### src/rtl/uart_rx_frame.sv
`default_nettype none
// +----------------------------------------------------------------------------+
// | Module      : uart_rx_frame                                                |
// | Description : Oversampling UART receive deframer with parity/stop checks.  |
// |               Define UART_RX_MAJORITY_EN for 2-of-3 mid-bit voting.        |
// | Revision    : 1.0 - initial release                                        |
// +----------------------------------------------------------------------------+
module uart_rx_frame #(
    parameter int DATA_BITS  = 8,
    parameter int OVERSAMPLE = 16,
    parameter int STOP_BITS  = 1
) (
    input  logic                 clk,
    input  logic                 rst_n,
    input  logic                 baud_tick,
    input  logic                 rx,
    input  logic [1:0]           parity_type,
    output logic [DATA_BITS-1:0] data_out,
    output logic                 data_valid,
    output logic                 parity_err,
    output logic                 frame_err,
    output logic                 busy
);

    localparam int c_CNT_W = $clog2(OVERSAMPLE);
    localparam int c_BIT_W = $clog2(DATA_BITS + 1);
`ifdef UART_RX_MAJORITY_EN
    localparam int c_MAJ = 1;
`else
    localparam int c_MAJ = 0;
`endif
    // Decision ticks: with voting the commit lands one tick after mid-bit,
    // so the bit-period count (measured from the previous commit) is unchanged.
    localparam logic [c_CNT_W-1:0] c_START_LAST = c_CNT_W'(OVERSAMPLE / 2 - 1 + c_MAJ);
    localparam logic [c_CNT_W-1:0] c_BIT_LAST   = c_CNT_W'(OVERSAMPLE - 1);
    localparam logic [c_BIT_W-1:0] c_DATA_LAST  = c_BIT_W'(DATA_BITS - 1);
    localparam logic [c_BIT_W-1:0] c_STOP_LAST  = c_BIT_W'(STOP_BITS - 1);

    typedef enum logic [2:0] {
        S_IDLE   = 3'd0,
        S_START  = 3'd1,
        S_DATA   = 3'd2,
        S_PARITY = 3'd3,
        S_STOP   = 3'd4
    } state_t;

    state_t                 state_q, state_d;
    logic                   rx_meta_q, rx_s_q;
    logic                   armed_q, armed_d;
    logic [c_CNT_W-1:0]     cnt_q, cnt_d;
    logic [c_BIT_W-1:0]     bit_cnt_q, bit_cnt_d;
    logic [DATA_BITS-1:0]   shift_q, shift_d;
    logic [1:0]             mode_q, mode_d;
    logic                   par_bit_q, par_bit_d;
    logic                   fflag_q, fflag_d;
    logic [DATA_BITS-1:0]   data_out_q, data_out_d;
    logic                   perr_q, perr_d;
    logic                   ferr_q, ferr_d;
    logic                   dv_q, dv_d;
    logic                   w_bit;
    logic                   w_exp_par;

`ifdef UART_RX_MAJORITY_EN
    // Last two tick samples; at a commit tick they are the two earlier votes.
    logic [1:0] vote_q;

    always_ff @(posedge clk) begin
        if (!rst_n) begin
            vote_q <= 2'b00;
        end else if (baud_tick) begin
            vote_q <= {vote_q[0], rx_s_q};
        end
    end

    assign w_bit = (vote_q[0] & vote_q[1]) | (vote_q[0] & rx_s_q) | (vote_q[1] & rx_s_q);
`else
    assign w_bit = rx_s_q;
`endif

    assign w_exp_par = mode_q[0] ? ~^shift_q : ^shift_q;

    always_comb begin
        state_d    = state_q;
        armed_d    = armed_q;
        cnt_d      = cnt_q;
        bit_cnt_d  = bit_cnt_q;
        shift_d    = shift_q;
        mode_d     = mode_q;
        par_bit_d  = par_bit_q;
        fflag_d    = fflag_q;
        data_out_d = data_out_q;
        perr_d     = perr_q;
        ferr_d     = ferr_q;
        dv_d       = 1'b0;

        if (baud_tick) begin
            case (state_q)
                S_IDLE: begin
                    if (armed_q && !rx_s_q) begin
                        state_d = S_START;
                        armed_d = 1'b0;
                        cnt_d   = '0;
                        mode_d  = parity_type;
                        fflag_d = 1'b0;
                    end else if (rx_s_q) begin
                        armed_d = 1'b1;
                    end
                end
                S_START: begin
                    if (cnt_q == c_START_LAST) begin
                        cnt_d     = '0;
                        bit_cnt_d = '0;
                        state_d   = w_bit ? S_IDLE : S_DATA;
                    end else begin
                        cnt_d = cnt_q + c_CNT_W'(1);
                    end
                end
                S_DATA: begin
                    if (cnt_q == c_BIT_LAST) begin
                        cnt_d   = '0;
                        shift_d = {w_bit, shift_q[DATA_BITS-1:1]};
                        if (bit_cnt_q == c_DATA_LAST) begin
                            bit_cnt_d = '0;
                            state_d   = (mode_q != 2'b00) ? S_PARITY : S_STOP;
                        end else begin
                            bit_cnt_d = bit_cnt_q + c_BIT_W'(1);
                        end
                    end else begin
                        cnt_d = cnt_q + c_CNT_W'(1);
                    end
                end
                S_PARITY: begin
                    if (cnt_q == c_BIT_LAST) begin
                        cnt_d     = '0;
                        par_bit_d = w_bit;
                        bit_cnt_d = '0;
                        state_d   = S_STOP;
                    end else begin
                        cnt_d = cnt_q + c_CNT_W'(1);
                    end
                end
                S_STOP: begin
                    if (cnt_q == c_BIT_LAST) begin
                        cnt_d = '0;
                        if (!w_bit) begin
                            fflag_d = 1'b1;
                        end
                        if (bit_cnt_q == c_STOP_LAST) begin
                            bit_cnt_d  = '0;
                            data_out_d = shift_q;
                            ferr_d     = fflag_q | ~w_bit;
                            perr_d     = (mode_q != 2'b00) && (par_bit_q != w_exp_par);
                            dv_d       = 1'b1;
                            state_d    = S_IDLE;
                        end else begin
                            bit_cnt_d = bit_cnt_q + c_BIT_W'(1);
                        end
                    end else begin
                        cnt_d = cnt_q + c_CNT_W'(1);
                    end
                end
                default: begin
                    state_d = S_IDLE;
                    armed_d = 1'b0;
                    cnt_d   = '0;
                end
            endcase
        end
    end

    always_ff @(posedge clk) begin
        if (!rst_n) begin
            rx_meta_q  <= 1'b1;
            rx_s_q     <= 1'b1;
            state_q    <= S_IDLE;
            armed_q    <= 1'b0;
            cnt_q      <= '0;
            bit_cnt_q  <= '0;
            shift_q    <= '0;
            mode_q     <= 2'b00;
            par_bit_q  <= 1'b0;
            fflag_q    <= 1'b0;
            data_out_q <= '0;
            perr_q     <= 1'b0;
            ferr_q     <= 1'b0;
            dv_q       <= 1'b0;
        end else begin
            rx_meta_q  <= rx;
            rx_s_q     <= rx_meta_q;
            state_q    <= state_d;
            armed_q    <= armed_d;
            cnt_q      <= cnt_d;
            bit_cnt_q  <= bit_cnt_d;
            shift_q    <= shift_d;
            mode_q     <= mode_d;
            par_bit_q  <= par_bit_d;
            fflag_q    <= fflag_d;
            data_out_q <= data_out_d;
            perr_q     <= perr_d;
            ferr_q     <= ferr_d;
            dv_q       <= dv_d;
        end
    end

    assign data_out   = data_out_q;
    assign data_valid = dv_q;
    assign parity_err = perr_q;
    assign frame_err  = ferr_q;
    assign busy       = (state_q != S_IDLE);

endmodule
`default_nettype wire

### config.mk
export PLATFORM = sky130hd
export DESIGN_NAME = uart_rx_frame
export DESIGN_NICKNAME = d
export VERILOG_FILES = /design/src/rtl/uart_rx_frame.sv
export SDC_FILE = /design/constraint.sdc
export NUM_CORES = 1
export LEC_CHECK = 0
export ABC_AREA = 1
export CAP_MARGIN = 10
export CORE_ASPECT_RATIO = 0.6
export CORE_UTILIZATION = 50
export CTS_CLUSTER_SIZE = 24
export DETAILED_ROUTE_END_ITERATION = 6
export HOLD_SLACK_MARGIN = 0.06
export PLACE_DENSITY = 0.77
export RECOVER_POWER = 25
export SLEW_MARGIN = 20
export SYNTH_ARGS = -nofsm -noshare
export SYNTH_HDL_FRONTEND = slang
export SYNTH_SLANG_ARGS = --single-unit
### constraint.sdc
create_clock -name clk -period 1.3 [get_ports clk]
set_clock_uncertainty 0.05 [all_clocks]
set_input_delay 0.13 -clock clk [delete_from_list [all_inputs] [get_ports clk]]
set_output_delay 0.13 -clock clk [all_outputs]
set_load 0.1 [all_outputs]
# Word-level counts from Yosys, hierarchy flattened
# Cells that the tools add are included.
[totals]
n_memories = 0
latch_bits = 0
romBits = 0
register_bits = 37
word_cells = 89
ramBits = 0
[op_classes]
add_sub_neg = 2
order_cmp = 0
div = 0
bitwise = 3
n_eq_ne = 17
reduce_logical = 23
mux = 30
shift = 0
mul = 0
[op_table]
columns = ["op", "count"]
rows = [
  ["two-way mux 4 bit", 9],
  ["two-way mux 3 bit", 8],
  ["inequality test 2 bit (second input constant)", 8],
  ["case mux 4 bit (4 select lines)", 1],
  ["case mux 3 bit (5 select lines)", 1],
  ["case mux 4 bit (3 select lines)", 1],
  ["AND reduction 3 bit", 4],
  ["adder 4 x 1 -> 4 bit (second input constant)", 2],
  ["equality test 4 x 3 -> 1 bit (second input constant)", 2],
  ["AND reduction 4 bit", 2],
  ["AND reduction 8 bit", 1],
  ["XNOR reduction 8 bit", 1],
  ["XOR reduction 8 bit", 1],
  ["two-way mux 1 bit", 7],
  ["equality test 3 x 2 -> 1 bit (second input constant)", 2],
  ["AND reduction 6 bit", 1],
  ["AND reduction 5 bit", 1],
  ["equality test 4 bit (second input constant)", 1],
  ["zero test 4 bit", 1],
  ["case mux 1 bit (2 select lines)", 2],
  ["nonzero test 2 bit", 2],
  ["nonzero test 4 bit", 1],
  ["OR reduction 4 bit", 1],
  ["equality test 3 x 1 -> 1 bit (second input constant)", 1],
  ["other kinds (12)", 14],
]

# Longest topological paths before layout
# Gate-level depths: netlist (run 1).
[logic_depth]
depth_word = 5
mapped_depth = 11
depth_no_buf = 11

# Worst setup path before layout (run 1)
# Ideal clock, no wire load.
[synth_path]
path_type = "register -> register"
from = "register state_q[0]"
to = "register mode_q[0]"
required_ps = 1121
path_slack_ps = -182
stages_incl_launch_ff = 9
arrival_time_ps = 1303
path_buffers = 0
synth_period_minus_slack_ps = 1482
path_cell_list = "dfxtp_1 inv_1 nand2_1 nor2_2 inv_2 nor4_4 nor2_1 a21oi_1 nor2_1"
[synth_between]
elab_chain_cells = 2
[synth_rtl]
columns = ["element", "line", "text"]
rows = [
  ["start: declaration", "47", "state_t state_q, state_d;"],
  ["start signal: assignment", "190", "state_q <= state_d;"],
  ["zero test 3 bit", "97", "case (state_q)"],
  ["AND reduction 3 bit (no source line)", "n/a", ""],
  ["end signal: assignment", "195", "mode_q <= mode_d;"],
  ["end: declaration", "53", "logic [1:0] mode_q, mode_d;"],
]
# No other way between the ends.
# A chain may end at the register's enable or synchronous reset.

# Worst setup path after layout (run 1)
[layout_path]
from = "register state_q[1]"
to = "register state_q[2]"
[layout_between]
elab_chain_cells = 3
[layout_rtl]
columns = ["element", "line"]
rows = [
  ["equality test 3 bit (tied with other cells)", "97"],
  ["inequality test 2 bit (no source line)", "n/a"],
  ["AND reduction 8 bit (no source line)", "n/a"],
]
# Several ways; a longest one is shown, not always the timed one.

==> flow_metrics.tcl, run 1 <==
set metrics [dict create \
    violations "negative setup slack" \
    dp_hpwl_um 3344 \
    min_period_ps 1799 \
    drive_gt1_share_pct 55.63 \
    io_buffer_count 17 \
    combPwrFrac_pct 50.7 \
    cp_num_buf_inv 4 \
    ioPinCount 18 \
    initial_core_util_pct 54.08 \
    intPower_mw 2.858 \
    chipHeight_um 48.58 \
    grt_pass1_wl_um 9867 \
    async_flop_share_pct 0 \
    timing_hold_violations_final 0 \
    synth_seq_cells 37 \
    syn2layout_area_growth_pct 66.37 \
    cp_cell_sequence "inv_6 > nand2_4 > nor2_4 > buf_6 > o21ai_4 > nand2_2 > inv_2 > nand3b_1 > clkinv_2 > nor2_1 > nor2_1" \
    crit_type "reg2reg" \
    tightest_slew_ps 474.4 \
    placementRows 16 \
    synth_enable_flop_cells 0 \
    crit_slowest_cell "dfxtp_4" \
    cp.required_ps 1440 \
    seqCellArea_sq_um 763.2 \
    grt_antenna_before_repair 0 \
    status "finished, violations left" \
    avgRoutedWirePerCell_um 22.04 \
    drtAntennaViolNets 0 \
    clock.fmax_mhz 555.7 \
    clk_path_buf_depth 2 \
    final_cell_mix "40 x buf_4, 29 x nor2_1, 29 x dfxtp_1" \
    endpoint_kind "flop" \
    placed_cells 343 \
    fin_ws_ps -499.5 \
    holdCritPathClass "in2reg" \
    hold_slack_ps 318.3 \
    wl_um 8046 \
    final_cells 365 \
    htreeDepth 2 \
    pre_cts_slack_ps -226.0 \
    startpoint_type "flop" \
    synth_warnings 0 \
    die_x_um 79.63 \
    grt_pass1_vias 1952 \
    cap_violations 0 \
    cts-root-buf "clkbuf_8" \
    clockPowerShare_pct 21.7 \
    drv_slew 0 \
    final_common_cell "buf_4" \
    pwr-share-seq_pct 27.5 \
    powerDensity_mw_per_mm2 1618 \
    p_total_mw 4.865 \
    drtIter0Drc 317 \
    rsz0062_at_grt "true" \
    critPathArrivalTime_ps 1940 \
    synthFlopType "dfxtp_1" \
    place_area_sq_mm 0.002450 \
    maxSlewHeadroom_pct 68.34 \
    crit_family "simple AND/OR/NAND/NOR gates" \
    viasPerCell 6.430 \
    avgSynthCellArea_sq_um 7.261 \
    nNetsFinal 328 \
    fp.coreArea_sq_mm 0.003343 \
    drc 0 \
    dr.pass1.iters 6 \
    design_area_sq_mm 0.003008 \
    diodes 0 \
    grt_max_degree 25 \
    netlist_area_sq_mm 0.001808 \
    ys_types 35 \
    grt_usage_pct 34.97 \
    setup_violations 36 \
    gp_congestion 0.8617 \
    insertion_delay_ps 300 \
    syn-num-nets 258 \
    netSwitchingFraction_pct 41.27 \
    dieArea_sq_mm 0.003868 \
    synthCells 249 \
    finalCritPeriodShare_pct 138.4 \
    clock_sinks 37 \
    crit_fanout 4 \
    n_fill_cell 118 \
    fin_tns_setup_ps -11050 \
    yosysSeqAreaShare_pct 40.97 \
    p_leak_nw 1.293 \
    crit_path_frequent_cell "nor2_1" \
    switching_power_mw 2.008 \
    cts_made_buffers 5 \
    fin_util_pct 89.97 \
    multi_input_area_sq_mm 0.001221 \
    clkSlewWorstSetupHoldPaths_ps 70 \
    vdd_drop_max_mv 1.488 \
    dr_total_vias 2347 \
    max_stage_delay_ps 380 \
    grt_overflow_total 0 \
    cts_tree "done" \
]
==> cells by family after synthesis <==
group | after synthesis | share of synthesized area [%]
adder cells (fa/ha/maj) | 3 | 2.076
XOR/XNOR | 6 | 2.907
buffers and inverters | 40 | 9.342
AO/OA/AOI/OAI | 52 | 15.78
flip-flops | 37 | 40.97
AND/OR/NAND/NOR | 111 | 28.93
==> power by group through the flow <==
stage	Sequential (mW)	Clock (mW)	Combinational, mW
after floorplan	1.30	0	0.954
after global placement	1.30	0	1.54
after detailed placement	1.30	0	1.57
after CTS	1.31	1.05	1.91
after global routing	1.34	1.11	2.52
final	1.34	1.06	2.47
==> worst min-delay path: cells and delay by family <==
kind	cells	cell delay, ps
buffers and inverters	2	450
AO/OA/AOI/OAI	1	40
==> state kept, by name, summed over array words and instances, names as in the netlist, 2 cells and up <==
signal and count:
data_out 8, bit_cnt_q 4, cnt_q 4, state_q 3, shift_q 8, mode_q 2
==> layer usage <==
metal	routed length, um	global-route usage (%)	share of wire, %	vias up
li1	-	-	-	934
met1	2951	43.29	37	1058
met2	3366	56.41	42	248
met3	1019	9.057	13	107
met4	709	16.97	8.8	0
met5	0	0	0	-
==> cell type report <==
class / instances / share of cell area (%)
Timing Repair Buffer: 69 / 22.88
Clock buffer: 6 / 2.745
Sequential cell: 37 / 25.37
Multi-Input combinational cell: 172 / 40.60
Clock inverter: 2 / 1.248
Tap cell: 45 / 1.872
Inverter: 34 / 5.283
==> cells in the mapped netlist, types with 2 or more instances <==
cell type	instances	area, sq um
ha_1	3	37.54
xor2_1	2	17.52
nor2_2	3	18.77
or2_2	2	12.51
inv_1	26	97.59
nor2_1	44	165.2
dfxtp_1	37	740.7
nand2_2	4	25.02
nand2_4	2	22.52
nor3_1	3	15.01
o21ai_1	2	10.01
nand2_1	39	146.4
a21oi_1	18	90.09
buf_1	2	7.510
nand3_1	9	45.04
buf_4	2	15.01
a211oi_1	2	15.01
xnor2_1	4	35.03
o21ai_2	2	17.52
inv_2	6	22.52
o21ai_0	23	115.1
==> final timing paths <==
check | startpoint | to | slack [ps] | depth (start not counted)
hold reg to reg | rx_meta_q$_SDFF_PN1_ | rx_s_q$_SDFF_PN1_ | 370 | 1
setup reg to reg | state_q[1]$_SDFFE_PN0P_ | state_q[2]$_SDFFE_PN0P_ | -500 | 11
hold / removal | parity_type[1] | mode_q[1]$_SDFFE_PN0P_ | 320 | 3
setup / recovery | state_q[1]$_SDFFE_PN0P_ | state_q[2]$_SDFFE_PN0P_ | -500 | 11
==> what timing repair did <==
action / CTS / global route
hold endpoints to repair: 0 / 0
buffers inserted: 8 / 7
hold buffers: 0 / 0
gates resized for setup: 49 / 70
setup endpoints to repair: 35 / 36
pin swaps: 13 / 19
cloned: 1 / 0
(Power assumes the default switching activity.)
==> run 2: changes to the inputs <==
CORE_MARGIN = 2   (was default)
==> run 2 against run 1 <==
  * The run still ends with negative setup slack left
  * Sequential share of layout area rose by 0.50 points
  * Hold slack better by 29 ps
  * Maximum frequency rose by 8.9%
  * Routed wire length down 15%
  * Via count is 13% lower
  * Die area is 6.7% higher
  * First-iteration DRC count fell by 19%
  * Clock power shrank 20%
  * Critical path depth fell by 4
  * Critical path type unchanged
  * Largest cell class unchanged
  * Highest routed layer unchanged
==> flow_metrics.tcl, run 2 (synthesis results as in run 1) <==
set metrics [dict create \
    crit_fanout 4 \
    drtAntennaViolNets 0 \
    dp_hpwl_um 3453 \
    final_cell_mix "40 x buf_4, 37 x nor2_1, 31 x nand2_1" \
    chipHeight_um 50.58 \
    grt_pass1_vias 1845 \
    crit_family "simple AND/OR/NAND/NOR gates" \
    clock.fmax_mhz 605.3 \
    violations "negative setup slack" \
    combPwrFrac_pct 51.9 \
    min_period_ps 1652 \
    dr_total_vias 2050 \
    p_total_mw 4.543 \
    clockPowerShare_pct 18.8 \
    avgRoutedWirePerCell_um 18.91 \
    clkSlewWorstSetupHoldPaths_ps 80 \
    timing_hold_violations_final 0 \
    cap_violations 0 \
    cts_made_buffers 5 \
    drc 0 \
    multi_input_area_sq_mm 0.001170 \
    ioPinCount 18 \
    initial_core_util_pct 53.76 \
    place_area_sq_mm 0.002412 \
    design_area_sq_mm 0.002930 \
    holdCritPathClass "in2reg" \
    fp.coreArea_sq_mm 0.003363 \
    startpoint_type "flop" \
    crit_slowest_cell "dfxtp_2" \
    grt_usage_pct 29.57 \
    drtIter0Drc 258 \
    fin_tns_setup_ps -8191 \
    pwr-share-seq_pct 29.4 \
    cp_num_buf_inv 0 \
    grt_max_degree 25 \
    clock_sinks 37 \
    crit_path_frequent_cell "nor2_1" \
    finalCritPeriodShare_pct 127.1 \
    placed_cells 338 \
    drv_slew 0 \
    drive_gt1_share_pct 50.47 \
    critPathArrivalTime_ps 1800 \
    wl_um 6845 \
    cp.required_ps 1440 \
    nNetsFinal 326 \
    grt_pass1_wl_um 9094 \
    final_cells 362 \
    final_common_cell "buf_4" \
    fin_util_pct 87.13 \
    clk_path_buf_depth 2 \
    diodes 0 \
    powerDensity_mw_per_mm2 1550 \
    io_buffer_count 17 \
    pre_cts_slack_ps -347.2 \
    placementRows 16 \
    cts-root-buf "clkbuf_8" \
    rsz0062_at_grt "true" \
    grt_overflow_total 0 \
    tightest_slew_ps 471.5 \
    dr.pass1.iters 5 \
    netSwitchingFraction_pct 40.80 \
    p_leak_nw 1.266 \
    hold_slack_ps 346.9 \
    dieArea_sq_mm 0.004129 \
    switching_power_mw 1.854 \
    fin_ws_ps -352.0 \
    n_fill_cell 155 \
    syn2layout_area_growth_pct 62.08 \
    htreeDepth 2 \
    max_stage_delay_ps 370 \
    maxSlewHeadroom_pct 68.45 \
    insertion_delay_ps 300 \
    die_x_um 81.63 \
    status "finished, violations left" \
    postCtsHoldBufs 0 \
    seqCellArea_sq_um 758.2 \
    intPower_mw 2.689 \
    setup_violations 36 \
    endpoint_kind "flop" \
    grt_antenna_before_repair 0 \
    viasPerCell 5.663 \
    gp_congestion 0.9159 \
    vdd_drop_max_mv 1.931 \
    crit_type "reg2reg" \
    cp_cell_sequence "ha_2 > nand2_1 > nor2_1 > o21ai_2 > nand3b_1 > o21ai_1 > nor2_1" \
    cts_tree "done" \
]
[run 2: cell types whose count changed in the layout (fill, tap and decap cells not counted), sizes merged]
cell / delta
clkbuf: -2
bufinv: -1
buf: +1
clkinvlp: -1
[run 2: tightest hold or removal path, cell delays in order]
cell	delay, ps
clkdlybuf4s50_1	390
inv_1	80
a21oi_2	50
[run 2: worst paths after layout]
check                                 start                       to  slack, ps  depth (start not counted)
setup / recovery  bit_cnt_q[0]$_SDFFE_PN0P_  state_q[2]$_SDFFE_PN0P_       -350                          7
hold / removal               parity_type[1]   mode_q[1]$_SDFFE_PN0P_        350                          3
setup reg to reg  bit_cnt_q[0]$_SDFFE_PN0P_  state_q[2]$_SDFFE_PN0P_       -350                          7
hold reg to reg        rx_meta_q$_SDFF_PN1_        rx_s_q$_SDFF_PN1_        390                          1
[run 2: power groups by stage]
stage	clock [mW]	sequential, mW	combinational (mW)
2_1_floorplan	0	1.30	0.954
3_3_place_gp	0	1.30	1.53
3_5_place_dp	0	1.30	1.58
4_1_cts	0.827	1.31	1.86
5_1_grt	0.892	1.34	2.45
6_report	0.852	1.33	2.36
[run 2: layout make-up]
cell class | instances | area share (%)
multi-input combinational | 172 | 39.92
tap | 45 | 1.921
clock buffer | 7 | 2.946
sequential | 37 | 25.88
inverter | 34 | 5.337
timing repair buffer | 67 | 24.00
[run 2: routing by layer]
metal	up-vias	share of wire [%]	track usage, %
li1	927	-	-
met5	-	0	0
met1	944	41	40.64
met3	30	11	7.554
met4	0	3.3	11.11
met2	149	45	44.54
[run 2: timing repair]
action,4_1_cts,5_1_grt
hold endpoints to repair,0,0
endpoints found under the setup margin,36,36
pin swaps,14,19
setup buffers,6,10
resized for setup,41,57
cloned,2,0
==> run 3: changes to the inputs <==
CORE_UTILIZATION = 56   (was 50)
PLACE_DENSITY = 0.82   (was 0.77)
clock period = 1.7 ns   (was 1.3 ns; I/O delays follow)
==> run 3 against run 2 <==
  * The flow now finishes without violations
  * Power fell by 42%
  * Core utilization is 12 points lower
  * Register-to-register slack gained 420 ps
  * Combinational power is 57% lower
  * Final cell count is 11% lower
  * Flip-flop and latch count stayed put
  * Maximum frequency up 1.4%
  * Largest cell class unchanged
==> flow_metrics.tcl, run 3 (synthesis results as in run 1) <==
set metrics [dict create \
    grt_max_degree 25 \
    critPathArrivalTime_ps 1740 \
    tightest_slew_ps 552.1 \
    io_buffer_count 17 \
    insertion_delay_ps 290 \
    clock.fmax_mhz 613.9 \
    drtAntennaViolNets 0 \
    die_x_um 77.36 \
    dp_hpwl_um 3061 \
    finalCritPeriodShare_pct 95.83 \
    crit_fanout 6 \
    status "finished clean" \
    postCtsHoldBufs 0 \
    fin_ws_ps 70.97 \
    cts_tree "done" \
    timing_hold_violations_final 0 \
    nNetsFinal 289 \
    drive_gt1_share_pct 28.47 \
    drc 0 \
    pre_cts_slack_ps 51.00 \
    chipHeight_um 48.01 \
    initial_core_util_pct 60.97 \
    clkSlewWorstSetupHoldPaths_ps 80 \
    ioPinCount 18 \
    placementRows 15 \
    endpoint_kind "flop" \
    crit_slowest_cell "dfxtp_2" \
    grt_pass1_vias 1381 \
    crit_type "reg2reg" \
    syn2layout_area_growth_pct 23.53 \
    crit_family "simple AND/OR/NAND/NOR gates" \
    clock_sinks 37 \
    grt_antenna_before_repair 0 \
    setup_violations 0 \
    htreeDepth 2 \
    grt_usage_pct 23.63 \
    diodes 0 \
    gp_congestion 0.9378 \
    grt_pass1_wl_um 6520 \
    wl_um 4590 \
    viasPerCell 5.328 \
    dr_total_vias 1721 \
    cts_made_buffers 5 \
    cp_cell_sequence "ha_4 > nand2_2 > inv_2 > nand2_4 > nor2_4 > inv_2 > nor2_4 > inv_2 > o21ai_0 > a21oi_1" \
    fin_util_pct 75.32 \
    grt_overflow_total 0 \
    multi_input_area_sq_um 973.4 \
    cap_violations 0 \
    final_cell_mix "39 x nor2_1, 36 x nand2_1, 31 x dfxtp_1" \
    maxSlewHeadroom_pct 63.35 \
    startpoint_type "flop" \
    fp.coreArea_sq_mm 0.002965 \
    crit_path_frequent_cell "inv_2" \
    final_cells 323 \
    drtIter0Drc 166 \
    holdCritPathClass "in2reg" \
    cp_num_buf_inv 3 \
    seqCellArea_sq_um 748.2 \
    powerDensity_mw_per_mm2 1173 \
    vdd_drop_max_mv 1.033 \
    min_period_ps 1629 \
    p_leak_nw 1.013 \
    dr.pass1.iters 5 \
    avgRoutedWirePerCell_um 14.21 \
    cp.required_ps 1820 \
    max_stage_delay_ps 370 \
    placed_cells 311 \
    clk_path_buf_depth 2 \
    cts-root-buf "clkbuf_8" \
    final_common_cell "nor2_1" \
    n_fill_cell 232 \
    hold_slack_ps 375.3 \
    drv_slew 0 \
    dieArea_sq_mm 0.003714 \
]
run 3: layout make-up:
class / instances / share of cell area (%)
Clock inverter: 2 / 0.4482
Sequential cell: 37 / 33.50
Multi-Input combinational cell: 172 / 43.59
Clock buffer: 6 / 3.249
Tap cell: 42 / 2.353
Inverter: 34 / 5.882
Timing Repair Buffer: 30 / 10.98
run 3: worst register-to-register path: cells and delay by family (launching register included):
kind | cells | cell delay, ps
AO/OA/AOI/OAI | 2 | 250
adder cells (fa/ha/maj) | 1 | 140
buffers and inverters | 3 | 230
flip-flops | 1 | 370
AND/OR/NAND/NOR | 4 | 460
run 3: worst paths after layout:
kind / start / end / slack [ps] / depth (start not counted)
setup / recovery: cnt_q[1]$_SDFFE_PN0P_ / shift_q[3]$_SDFFE_PN0P_ / 70 / 10
hold / removal: parity_type[1] / mode_q[1]$_SDFFE_PN0P_ / 380 / 3
setup reg to reg: cnt_q[1]$_SDFFE_PN0P_ / shift_q[3]$_SDFFE_PN0P_ / 70 / 10
hold reg to reg: rx_meta_q$_SDFF_PN1_ / rx_s_q$_SDFF_PN1_ / 380 / 1
run 3: where the power goes:
group / total [mW] / internal (mW) / switching [mW]
Sequential: 1.00 / 0.928 / 0.0748
Combinational: 1.02 / 0.341 / 0.680
Clock: 0.595 / 0.284 / 0.311
Total: 2.62 / 1.55 / 1.07
run 3: routing by layer:
layer,global-route usage (%),part of all wire (%),vias to the layer above
met2,34.78,43,87
met5,0,0,-
met3,7.736,8.0,8
met4,5.357,0.74,0
met1,34.03,48,770
li1,-,-,856
run 3: repair_timing:
action                                 CTS  global route
setup endpoints to repair                0            21
endpoints found under the hold margin    0             0
resized for setup                        0            35
setup buffers                            0             4
run 3: per-stage QoR:
stage          cell area [sq um]  TNS [ps]  power [mW]
2_1_floorplan               1808         0       1.661
3_3_place_gp                2181         0       1.894
3_5_place_dp                2181         0       1.914
4_1_cts                     2263         0       2.502
5_1_grt                     2233    -88.79       2.748
6_report                    2233         0       2.619
